==> config.mk <==
export PLATFORM = sky130hd
export DESIGN_NAME = buffer_tra_deframe
export DESIGN_NICKNAME = d
export VERILOG_FILES = /design/src/rtl/buffer_tra_deframe.sv
export SDC_FILE = /design/constraint.sdc
export NUM_CORES = 1
export LEC_CHECK = 0
export BUFFER_PORTS_ARGS = -buffer_cell sky130_fd_sc_hd__buf_2
export CORE_MARGIN = 3
export CORE_UTILIZATION = 54
export CTS_BUF_LIST = sky130_fd_sc_hd__clkbuf_16
export CTS_CLUSTER_SIZE = 30
export DETAILED_ROUTE_END_ITERATION = 8
export PLACE_DENSITY = 0.77
export SYNTH_ARGS = -nofsm -noshare
export SYNTH_HDL_FRONTEND = slang
export SYNTH_SLANG_ARGS = --single-unit
==> constraint.sdc <==
create_clock -name clk -period 5.4 [get_ports clk]
set_input_delay 1.08 -clock clk [delete_from_list [all_inputs] [get_ports clk]]
set_output_delay 1.08 -clock clk [all_outputs]
set_load 0.02 [all_outputs]
==> src/rtl/buffer_tra_deframe.sv <==
// ============================================================================
// buffer_tra_deframe : receive-side deframer for 10-bit SOP/data/EOP symbols.
// Optional symbol timeout: define DEFRAME_TIMEOUT_EN.   Rev 1.0
// ============================================================================
`default_nettype none

module buffer_tra_deframe #(
   parameter int TIMEOUT_SYMS = 16
) (
   input  logic        clk,
   input  logic        rst,
   input  logic [9:0]  data_in_10bit,
   input  logic        data_in_valid,
   input  logic [7:0]  Kchar_sop,
   input  logic [7:0]  Kchar_eop,
   input  logic [7:0]  Kchar_comma,
   output logic [31:0] data_rec_32bitout,
   output logic        data_rec_valid,
   output logic        frame_err,
   output logic        busy
);

   typedef enum logic [1:0] {
      S_IDLE     = 2'd0,
      S_DATA     = 2'd1,
      S_WAIT_EOP = 2'd2
   } state_t;

   state_t      r_state;
   logic [1:0]  r_byte_cnt;
   logic [31:0] r_asm;
   logic [31:0] r_data_out;
   logic        r_valid;
   logic        r_err;

   logic [1:0]  w_typ;
   logic [7:0]  w_val;
   logic        w_is_comma;
   logic        w_is_sop;
   logic        w_is_eop;
   logic        w_is_data;
   logic        w_continue;
   logic        w_timeout;

   if (TIMEOUT_SYMS < 6 || TIMEOUT_SYMS > 255) begin : g_timeout_range_chk
      $error("TIMEOUT_SYMS must be within 6..255");
   end

   assign w_typ      = data_in_10bit[9:8];
   assign w_val      = data_in_10bit[7:0];
   assign w_is_comma = (w_typ == 2'b11) && (w_val == Kchar_comma);
   assign w_is_sop   = (w_typ == 2'b10) && (w_val == Kchar_sop);
   assign w_is_eop   = (w_typ == 2'b01) && (w_val == Kchar_eop);
   assign w_is_data  = (w_typ == 2'b00);

   // Symbols that would leave the frame open; only these can trip the timeout,
   // so an EOP or an aborting symbol at the limit keeps its own meaning.
   assign w_continue = ((r_state == S_DATA) && (w_is_comma || w_is_data)) ||
                       ((r_state == S_WAIT_EOP) && w_is_comma);

`ifdef DEFRAME_TIMEOUT_EN
   logic [7:0] r_sym_cnt;

   always_ff @(posedge clk or negedge rst) begin
      if (!rst) begin
         r_sym_cnt <= 8'd0;
      end else if (data_in_valid) begin
         if (w_is_sop)
            r_sym_cnt <= 8'd0;
         else if (r_state != S_IDLE)
            r_sym_cnt <= r_sym_cnt + 8'd1;
      end
   end

   assign w_timeout = data_in_valid && w_continue &&
                      (r_sym_cnt == 8'(TIMEOUT_SYMS - 1));
`else
   assign w_timeout = 1'b0;
`endif

   always_ff @(posedge clk or negedge rst) begin
      if (!rst) begin
         r_state    <= S_IDLE;
         r_byte_cnt <= 2'd0;
         r_asm      <= 32'd0;
         r_data_out <= 32'd0;
         r_valid    <= 1'b0;
         r_err      <= 1'b0;
      end else begin
         r_valid <= 1'b0;
         r_err   <= 1'b0;
         if (data_in_valid) begin
            case (r_state)
               S_IDLE: begin
                  if (w_is_sop) begin
                     r_state    <= S_DATA;
                     r_byte_cnt <= 2'd0;
                  end else if (!w_is_comma) begin
                     r_err <= 1'b1;
                  end
               end
               S_DATA: begin
                  if (w_is_data) begin
                     case (r_byte_cnt)
                        2'd0:    r_asm[31:24] <= w_val;
                        2'd1:    r_asm[23:16] <= w_val;
                        2'd2:    r_asm[15:8]  <= w_val;
                        default: r_asm[7:0]   <= w_val;
                     endcase
                     r_byte_cnt <= r_byte_cnt + 2'd1;
                     if (r_byte_cnt == 2'd3)
                        r_state <= S_WAIT_EOP;
                  end else if (w_is_sop) begin
                     r_err      <= 1'b1;
                     r_byte_cnt <= 2'd0;
                  end else if (!w_is_comma) begin
                     r_err   <= 1'b1;
                     r_state <= S_IDLE;
                  end
               end
               S_WAIT_EOP: begin
                  if (w_is_eop) begin
                     r_data_out <= r_asm;
                     r_valid    <= 1'b1;
                     r_state    <= S_IDLE;
                  end else if (w_is_sop) begin
                     r_err      <= 1'b1;
                     r_state    <= S_DATA;
                     r_byte_cnt <= 2'd0;
                  end else if (!w_is_comma) begin
                     r_err   <= 1'b1;
                     r_state <= S_IDLE;
                  end
               end
               default: begin
                  r_state <= S_IDLE;
               end
            endcase
            if (w_timeout) begin
               r_err   <= 1'b1;
               r_state <= S_IDLE;
            end
         end
      end
   end

   assign data_rec_32bitout = r_data_out;
   assign data_rec_valid    = r_valid;
   assign frame_err         = r_err;
   assign busy              = (r_state != S_IDLE);

endmodule

`default_nettype wire

==> reports/metrics.yaml <==
final_antenna_net_count: 0
cp_max_fo: 20
cp-end-kind: "flip-flop"
post-synth-top-area-cell: "dfrtp_1"
firstDrtPassIters: 4
clock-root-buffer: "clkbuf_16"
critPathKind: "in2reg"
syn_area_per_cell_um2: 13.8
cts_buffer_depth: 2
coreArea_um2: 5340
start_util_pct: 58.2
fin_nets: 338
fillers: 395
wl_per_cell_um: 16.8
vias_per_cell: 5.33
period_needed_ps: 3010
hold_violations: 0
p_leak_uw: 0.00208
ys_types: 30
area_growth_pct: 22.4
drtIter0Drc: 65
rsz0062_at_grt: "no"
critPathSlowestCell: "nor4_4"
dp_hpwl_mm: 4.32
first_global_vias: 2045
drive_gt1_share_pct: 41.4
power_density_nw_per_um2: 318
netlist_area_um2: 3100
final_util_pct: 71.2
relSlewSlack_pct: 42.6
cp.arrival_ps: 3220
layout_commonest_cell: "buf_2"
status: "finished clean"
grt_max_degree: 71
place.gp.congestion: 0.865
setup_viol: 0
tightest_slew_ps: 860
syn_inst: 225
synth_fp_nets: 266
hold_class: "reg2reg"
slew_viol_final: 0
cp-start-kind: "input pin"
synth_top_area_share_pct: 56.5
synthTopCellsByArea: "dfrtp_1, mux2_2, mux2_1"
crit_required_ps: 5610
crit_family: "simple AND/OR/NAND/NOR gates"
routed_wl_mm: 6.26
cts_resized: 0
drv_cap: 0
clkSinkCount: 70
grt_overflow: 0
ys_seq_area_share_pct: 56.5
die_w_um: 81.8
die_h_um: 81.8
clock_latency_ps: 330
synth_warnings: 0
cts_made_buffers: 9
die_area_um2: 6690
portBuffers: 71
crit_buf_inv: 2
max_clock_freq_mhz: 332
fin_crit_sh_pct: 55.8
cts_tree: "done"
critical_path.max_stage_delay_ps: 650
fin_tns_setup_ps: 0
top_level_ports: 72
h-tree-depth: 3
crit_chain: "buf_2 > xor2_1 > nor3_1 > nand3_1 > nor4_4 > buf_4 > mux2_1"
grt_usage_pct: 21.0
ir_worst_vdd_v: 0.000223
antenna_cells: 0
ctsHoldBuffers: 0
skew_ps: 5.99
rows: 26
ys_ff_latch: 70
final_cell_mix: "buf_2, dfrtp_1, mux2_2, mux2_1, xor2_1"
grt_pass1_wl_mm: 10.2
regToRegSetupSlack_ps: 2950
antenna_found_initial: 0
postCtsSetupBuffers: 0
clk_pin_slew_ps: 60
dr_total_vias: 1983
drc_errors: 0
## final timing paths
kind / from / endpoint / cells past startpoint
min in group asynchronous: rst / data_rec_32bitout[19]$_DFFE_PN0P_ / 2
min reg2reg: data_rec_32bitout[2]$_DFFE_PN0P_ / data_rec_32bitout[2]$_DFFE_PN0P_ / 1
min: data_rec_32bitout[2]$_DFFE_PN0P_ / data_rec_32bitout[2]$_DFFE_PN0P_ / 1
max reg2reg: r_state[0]$_DFFE_PN0P_ / data_rec_32bitout[27]$_DFFE_PN0P_ / 5
max: data_in_10bit[6] / data_rec_32bitout[27]$_DFFE_PN0P_ / 7
max in group asynchronous: rst / data_rec_32bitout[7]$_DFFE_PN0P_ / 2
## report_power, final
group	internal (uW)	switching [uW]	leakage, uW
combinational	24.8	39.1	0.000953
sequential	528	1.77	0.000974
clock	401	213	0.000155
total	954	254	0.00208
## cell families (layout without fill, tap and decap cells)
| kind of cell | count (synthesis) | count (layout) | share of synthesized area [%] |
|---|---|---|---|
| flops | 70 | 70 | 56.5 |
| mux | 65 | 65 | 23.6 |
| simple gates | 35 | 35 | 6.33 |
| xor+xnor | 21 | 21 | 5.93 |
| buf+inv | 19 | 96 | 3.35 |
| compound gates | 11 | 11 | 2.74 |
| fa+ha+maj | 4 | 4 | 1.61 |
## final cells by class
| type | instances | area, um^2 | area share [%] |
|---|---|---|---|
| repair buffers | 73 | 370 | 9.75 |
| flip-flops and latches | 70 | 1750 | 46.1 |
| inverters | 7 | 26.3 | 0.692 |
| multi-input cells | 136 | 1250 | 32.9 |
| clock inverters | 7 | 88.8 | 2.34 |
| clock buffers | 9 | 225 | 5.93 |
| well taps | 70 | 87.6 | 2.31 |
## routing by layer
layer / vias to the layer above / GRT usage (%) / part of all wire, %
met2: 73 / 33.2 / 47
met3: 12 / 5.26 / 6.6
met4: 0 / 8.47 / 1.4
met5: - / 0 / 0
met1: 972 / 27.7 / 45
li1: 926 / - / -
## state kept, by name (all words and copies together), names as in the netlist
name	count
data_rec_32bitout	32
r_asm	32
r_byte_cnt	2
r_state	2
data_rec_valid	1
frame_err	1
## metrics by stage
step | setup WS [ps] | cells | hold slack, ps | total power [uW] | instance area, um^2
floorplan | 2780 | 225 | 459 | 570 | 3100
global route | 2190 | 372 | 489 | 1250 | 3800
finish | 2390 | 372 | 477 | 1210 | 3800
global placement | 2060 | 356 | 463 | 603 | 3480
CTS | 2340 | 372 | 484 | 1220 | 3800
detailed placement | 1980 | 356 | 471 | 603 | 3480
## Yosys cell counts (all sizes together)
master and n:
dfrtp 70, mux2 65, xor2 13, buf 11, xnor2 8, inv 7
nand3 7, nand2 6, nor2 5, nor3 5, ha 4, o211ai 4
nor2b 3, nor4 3, a31oi 2, nand2b 2, a21oi 1, a222oi 1
a22o 1, and2 1, and3 1, and4 1, clkbuf 1, nand4 1
o21ba 1, o221ai 1
Power figures use the tool's default switching activity.
